`src/rtl/gen_sequencer.sv`:
```
// Run controller for the Fibonacci/timer generators: it picks the active generator,
// throttles it on buffer back-pressure, counts words, and drains the buffer after a stop.
module gen_sequencer #(
    parameter int CNT_W     = 16,
    parameter int MAX_WORDS = 0
) (
    input  logic             clock,
    input  logic             reset,
    input  logic             start_f,
    input  logic             start_t,
    input  logic             stop_f_t,
    input  logic             buffer_full,
    input  logic             buffer_empty,
    input  logic             f_valid,
    input  logic             t_valid,
    output logic             f_en,
    output logic             t_en,
    output logic             gen_mod,
    output logic             busy,
    output logic             done,
    output logic [CNT_W-1:0] word_count,
    output logic [2:0]       state
);

    typedef enum logic [2:0] {
        S_IDLE      = 3'd0,
        S_COMM_F    = 3'd1,
        S_WAIT_F    = 3'd2,
        S_COMM_T    = 3'd3,
        S_WAIT_T    = 3'd4,
        S_BUF_EMPTY = 3'd5
    } state_t;

    state_t             r_state;
    state_t             w_next;
    logic               r_f_en;
    logic               r_t_en;
    logic               r_gen_mod;
    logic               r_busy;
    logic               r_done;
    logic [CNT_W-1:0]   r_word_count;

    logic               w_sel_valid;
    logic               w_inc;
    logic [CNT_W-1:0]   w_cnt_inc;
    logic               w_limit_hit;
    logic               w_start;

    // Counter datapath: saturating increment on the selected generator's valid
    always_comb begin
        w_sel_valid = r_gen_mod ? t_valid : f_valid;
        w_inc       = (r_state != S_IDLE) && w_sel_valid;
        if (r_word_count == {CNT_W{1'b1}}) begin
            w_cnt_inc = r_word_count;
        end else begin
            w_cnt_inc = r_word_count + CNT_W'(1);
        end
        // The limit looks at the post-increment value so the stop lands on the same edge
        w_limit_hit = (MAX_WORDS != 32'sd0) && w_inc && (w_cnt_inc == CNT_W'(MAX_WORDS));
        w_start     = (r_state == S_IDLE) && (start_f || start_t);
    end

    // Next-state logic
    always_comb begin
        w_next = S_IDLE;
        case (r_state)
            S_IDLE: begin
                if (start_f) begin
                    w_next = S_COMM_F;
                end else if (start_t) begin
                    w_next = S_COMM_T;
                end else begin
                    w_next = S_IDLE;
                end
            end
            S_COMM_F, S_WAIT_F: begin
                if (stop_f_t || w_limit_hit) begin
                    w_next = S_BUF_EMPTY;
                end else if (buffer_full) begin
                    w_next = S_WAIT_F;
                end else begin
                    w_next = S_COMM_F;
                end
            end
            S_COMM_T, S_WAIT_T: begin
                if (stop_f_t || w_limit_hit) begin
                    w_next = S_BUF_EMPTY;
                end else if (buffer_full) begin
                    w_next = S_WAIT_T;
                end else begin
                    w_next = S_COMM_T;
                end
            end
            S_BUF_EMPTY: begin
                if (buffer_empty) begin
                    w_next = S_IDLE;
                end else begin
                    w_next = S_BUF_EMPTY;
                end
            end
            default: begin
                w_next = S_IDLE;
            end
        endcase
    end

    // State register with outputs decoded from the next state so they stay registered
    always_ff @(posedge clock or negedge reset) begin
        if (!reset) begin
            r_state <= S_IDLE;
            r_f_en  <= 1'b0;
            r_t_en  <= 1'b0;
            r_busy  <= 1'b0;
            r_done  <= 1'b0;
        end else begin
            r_state <= w_next;
            r_f_en  <= (w_next == S_COMM_F);
            r_t_en  <= (w_next == S_COMM_T);
            r_busy  <= (w_next != S_IDLE);
            r_done  <= (r_state == S_BUF_EMPTY) && (w_next == S_IDLE);
        end
    end

    // Generator select and word counter; both hold through drain and idle until the next start
    always_ff @(posedge clock or negedge reset) begin
        if (!reset) begin
            r_gen_mod    <= 1'b0;
            r_word_count <= {CNT_W{1'b0}};
        end else if (w_start) begin
            r_gen_mod    <= !start_f;
            r_word_count <= {CNT_W{1'b0}};
        end else if (w_inc) begin
            r_gen_mod    <= r_gen_mod;
            r_word_count <= w_cnt_inc;
        end else begin
            r_gen_mod    <= r_gen_mod;
            r_word_count <= r_word_count;
        end
    end

    assign f_en       = r_f_en;
    assign t_en       = r_t_en;
    assign gen_mod    = r_gen_mod;
    assign busy       = r_busy;
    assign done       = r_done;
    assign word_count = r_word_count;
    assign state      = r_state;

endmodule

```
`config.mk`:
```
export PLATFORM = sky130hd
export DESIGN_NAME = gen_sequencer
export DESIGN_NICKNAME = d
export VERILOG_FILES = /design/src/rtl/gen_sequencer.sv
export SDC_FILE = /design/constraint.sdc
export NUM_CORES = 1
export LEC_CHECK = 0
export BUFFER_PORTS_ARGS = -buffer_cell sky130_fd_sc_hd__buf_2
export CAP_MARGIN = 40
export CORE_AREA = 3 3 72 74
export CTS_CLUSTER_SIZE = 10
export DETAILED_ROUTE_END_ITERATION = 10
export DIE_AREA = 0 0 75 77
export SYNTH_ARGS = -nofsm -noshare
export SYNTH_HDL_FRONTEND = slang
export SYNTH_SLANG_ARGS = --single-unit
export TNS_END_PERCENT = 10
```
`constraint.sdc`:
```
create_clock -name clock -period 1.7 [get_ports clock]
set_clock_uncertainty 0.1 [all_clocks]
set_input_delay 0.085 -clock clock [delete_from_list [all_inputs] [get_ports clock]]
set_output_delay 0.085 -clock clock [all_outputs]
set_load 0.02 [all_outputs]
```
Yosys cells after proc, flatten, opt, wreduce, memory -nomap -nowiden
Index checks and enable logic that the tools add are counted.
{"block": "totals", "ff_bits": 24, "input_bits": 9}
{"block": "classes", "addsub": 1, "n_eq_ne": 9, "n_mux": 12, "n_reduce_logical": 13}
{"cell": "2-to-1 mux 16 bit", "n": 3}
{"cell": "adder 16 x 1 -> 16 bit, second input constant", "n": 1}
{"cell": "== test 16 bit, second input constant", "n": 1}
{"cell": "2-to-1 mux 3 bit", "n": 5}
{"cell": "case mux 3 bit (4 select lines)", "n": 1}
{"cell": "== test 3 x 2 -> 1 bit, second input constant", "n": 3}
{"cell": "== test 3 x 1 -> 1 bit, second input constant", "n": 2}
{"cell": "== test 3 bit, second input constant", "n": 2}
{"cell": "logical NOT 3 bit", "n": 2}
{"cell": "nonzero test 3 bit", "n": 2}
{"cell": "2-to-1 mux 2 bit", "n": 2}
{"cell": "OR reduction 2 bit", "n": 2}
{"cell": "logical AND 1 bit", "n": 3}
{"cell": "!= test 2 bit, second input constant", "n": 1}
{"cell": "AND reduction 2 bit", "n": 1}
{"cell": "nonzero test 2 bit", "n": 1}
{"cell": "logical NOT 1 bit", "n": 1}
{"cell": "logical OR 1 bit", "n": 1}
{"cell": "2-to-1 mux 1 bit", "n": 1}

Longest topological paths before layout
{"block": "depth", "depth_word": 5, "depth_mapped": 6, "depth_no_buf": 5}

Least setup slack after synthesis
No wires, ideal clock.
{"block": "synth_timing", "kind": "register to register", "start": "register r_state[1], in the netlist state[1]", "end": "register r_word_count[11], in the netlist word_count[11]", "arrival_time_ns": 1.562, "required_time_ns": 1.477, "path_slack_ns": -0.085, "path_stages_with_launch": 7, "path_buffers": 2, "path_cell_list": "dfrtp_1 -> clkbuf_2 -> or3_4 -> nand4_1 -> buf_4 -> nor3_1 -> o221a_2"}
{"block": "synth_between", "elab_chain_cells": 4, "word_cells_on_any_way": 8, "cone_classes": "eq/ne: 1; mux: 1; reduce/logical: 6"}
{"item": "from (decl)", "line_no": "34", "source": "state_t r_state;"}
{"item": "from (signal assigned)", "line_no": "116", "source": "r_state <= w_next;"}
{"item": "logical NOT 3 bit or nonzero test 3 bit (tied branches)", "line_no": "60, 52"}
{"item": "logical AND 1 bit, on equally long branches", "line_no": "60, 52"}
{"item": "!= test 2 bit (no source line) or nonzero test 2 bit (tied branches)"}
{"item": "AND reduction 2 bit (no source line)"}
{"item": "to (signal assigned)", "line_no": "128", "source": "r_word_count <= {CNT_W{1'b0}};"}
{"item": "to (signal assigned)", "line_no": "131", "source": "r_word_count <= {CNT_W{1'b0}};"}
{"item": "to (signal assigned)", "line_no": "134", "source": "r_word_count <= w_cnt_inc;"}
{"item": "to (decl)", "line_no": "41", "source": "logic [CNT_W-1:0] r_word_count;"}
Parallel ways exist; a longest one is shown, timed or not.
A chain may end at the register's enable or synchronous reset.

Final worst setup path
{"block": "layout_timing", "start": "register r_word_count[0], in the netlist word_count[0]", "end": "register r_word_count[6], in the netlist word_count[6]"}
{"block": "layout_between", "elab_chain_cells": 4, "word_cells_on_any_way": 7, "cone_classes": "add/sub: 1; eq/ne: 2; mux: 3; reduce/logical: 1"}
{"item": "adder 16 x 1 -> 16 bit", "line_no": "56", "source": "w_cnt_inc = r_word_count + CNT_W'(1);"}
{"item": "2-to-1 mux 16 bit", "line_no": "53", "source": "if (r_word_count == {CNT_W{1'b1}}) begin"}
{"item": "2-to-1 mux 16 bit", "line_no": "132", "source": "end else if (w_inc) begin"}
{"item": "2-to-1 mux 16 bit", "line_no": "129", "source": "end else if (w_start) begin"}
Parallel ways exist; a longest one is shown, timed or not. The select of a mux whose other input is x is not followed.

==> results.sh <==
export IMPL_synth_edf_count=0
export IMPL_status="complete, but fails checks"
export IMPL_yosysMostFrequentCell="dfrtp_1"
export IMPL_cts_buffers=3
export IMPL_cp_max_fo=4
export IMPL_core_um2=4660
export IMPL_antenna_cells=0
export IMPL_post_route_period_util_pct=100
export IMPL_power_w=0.00226
export IMPL_dieHeight_um=77
export IMPL_cp_start_kind="flop"
export IMPL_grt_total_usage_pct=12.5
export IMPL_synth_common_cells="dfrtp_1, nand2_1, a21oi_1"
export IMPL_ir_drop_v=0.000800
export IMPL_die_x_um=75
export IMPL_critical_path_class="reg2reg"
export IMPL_finish_instance_area_um2=1890
export IMPL_drc=0
export IMPL_synth_top_family_by_area="simple AND/OR/NAND/NOR gates"
export IMPL_grt_max_degree=25
export IMPL_ys_async_sr_fraction_pct=100
export IMPL_cts_root_buf="clkbuf_8"
export IMPL_power_density_nw_per_um2=1200
export IMPL_synth_area_leader_cell="dfrtp_1"
export IMPL_drtAntennaViolNets=0
export IMPL_via_per_inst=5.22
export IMPL_drt_total_wl_mm=3.46
export IMPL_dpl_cell_area_um2=1720
export IMPL_p_leak_nw=0.878
export IMPL_arrival_ns=1.80
export IMPL_overflow=0
export IMPL_crit_path_end_kind="flop"
export IMPL_whs_ns=-0.00585
export IMPL_grt_pass1_vias=1251
export IMPL_nets=212
export IMPL_synth_area_per_cell_um2=9.61
export IMPL_syn_inst=138
export IMPL_cts_sinks=24
export IMPL_fmax_mhz=588
export IMPL_synthSimpleGateAreaFrac_pct=29.5
export IMPL_synth_seq_area_share_pct=45.3
export IMPL_tightest_slew_ns=0.527
export IMPL_dr_pass1_iters=4
export IMPL_num_io_pins=33
export IMPL_wire_per_inst_um=13.6
export IMPL_syn_area_um2=1330
export IMPL_post_route_util_pct=40.5
export IMPL_h_tree_depth=1
export IMPL_synth_xor_area_share_pct=0.660
export IMPL_io_buffers=32
export IMPL_dp_slack_ns=-0.0694
export IMPL_layout_setup_ws_ns=0.000737
export IMPL_rows=25
export IMPL_slew_headroom_pct=64.4
export IMPL_synth_fa_ha_area_share_pct=0.943
export IMPL_synth_ff_type="dfrtp_1"
export IMPL_insertion_delay_ns=0.27
export IMPL_vias=1331
export IMPL_cts_buffer_depth=2
export IMPL_rsz0062_at_grt="true"
export IMPL_clk_pin_slew_ns=0.09
export IMPL_hold_viol=1
export IMPL_tritoncts="yes"
export IMPL_syn_to_final_growth_pct=42.5
export IMPL_drive_gt1_share_pct=43.8
export IMPL_yosysTopAreaCellShare_pct=45.3
export IMPL_die_area_um2=5780
export IMPL_final_max_slew_viol_count=0
export IMPL_hp_class="in2reg"
export IMPL_grt_first_pass_wirelength_mm=5.73
export IMPL_synth_fp_nets=148
export IMPL_gp_congestion=0.798
export IMPL_synthTopCellsByArea="dfrtp_1, nand2_1, mux2i_1"
export IMPL_synth_compound_area_share_pct=15.8
export IMPL_period_minus_slack_ns=1.70
export IMPL_muxShareOfSynthArea_pct=4.62
export IMPL_dpl_hpwl_mm=2.61
export IMPL_start_util_pct=28.5
export IMPL_violations="negative hold slack"
export IMPL_setup_viol=0
export IMPL_required_ns=1.80
export IMPL_antenna_found_initial=0
export IMPL_ys_ff_latch=24
export IMPL_yosys_cell_types_count=42
export IMPL_maxCapViolCount=0
export IMPL_drtIter0Drc=85
export IMPL_ys_warn_count=0
## layer usage
| layer | vias to the layer above | track usage (%) | part of all wire (%) |
|---|---|---|---|
| met2 | 44 | 19.3 | 48 |
| met3 | 7 | 2.49 | 6.3 |
| li1 | 651 | - | - |
| met1 | 629 | 16.9 | 44 |
| met4 | 0 | 4.80 | 1.8 |
| met5 | - | 0 | 0 |
## path summary, 6_finish.rpt
| kind | startpoint | end | slack, ns | cells past startpoint |
|---|---|---|---|---|
| max | word_count[0] | word_count[6] | 0.0007 | 6 |
| min in group asynchronous | reset | word_count[5] | 0.23 | 2 |
| min | buffer_full | state[2] | -0.006 | 3 |
| min reg2reg | word_count[2] | word_count[2] | 0.46 | 1 |
| max reg2reg | word_count[0] | word_count[6] | 0.0007 | 6 |
| max in group asynchronous | reset | state[1] | 0.88 | 2 |
## final cells by class
type / instances / area [um2]
Clock buffer: 4 / 55.1
Fill cell: 484 / 2770
Inverter: 2 / 7.51
Multi-Input combinational cell: 107 / 744
Sequential cell: 24 / 606
Tap cell: 54 / 67.6
Timing Repair Buffer: 64 / 409
## sequential cells by signal, summed over array words and instances (netlist names)
name / cells
busy: 1
f_en: 1
t_en: 1
done: 1
gen_mod: 1
state: 3
word_count: 16
## cell families after synthesis
kind of cell	Yosys count
xor gates and xnor gates	1
DFF	24
muxes	6
and+or+nand+nor	67
adders and majority gates	1
buffers and inverters	7
AOI/OAI and AO/OA	32
## layout by cell type, fill, tap and decap left out, types with 3 or more instances in the layout
cell type and n:
or3_1 5, and4_1 3, buf_4 29, dfrtp_2 4, dfrtp_1 20, o31ai_1 5, mux2i_1 5, buf_2 32
or4_1 4, nor3_2 3, nor2_1 7, nand2_1 17, nand4_1 4, o21ai_0 4, nor3_1 3, nand3_1 6
a21oi_1 6, a21oi_2 3, clkbuf_8 4
## per-stage QoR
| step | TNS, ns | std cells |
|---|---|---|
| finish | 0 | 255 |
| global route | -0.404 | 255 |
| CTS | -0.00329 | 255 |
| detailed placement | -0.194 | 245 |
| global placement | 0 | 245 |
| floorplan | -0.0296 | 138 |
## report_power, final
part,internal (W),leakage (nW),switching (W)
Combinational,0.000470,0.534,0.000636
Sequential,0.000693,0.315,0.0000746
Clock,0.000207,0.0288,0.000182
Total,0.00137,0.878,0.000893
## critical path: stages, from the launching register on
cell and delay [ns]:
dfrtp_1 0.37, ha_2 0.20, buf_4 0.11, and2_4 0.16, nand4_1 0.12, or4_1 0.41
a21oi_1 0.15
## repair_timing
item	in CTS	in global routing
pin swaps	4	3
hold endpoints to repair	25	0
setup endpoints to repair	8	15
hold buffers	2	0
buffers inserted	4	0
resized for setup	5	11
Note: power is estimated with default switching activity, not from simulation.
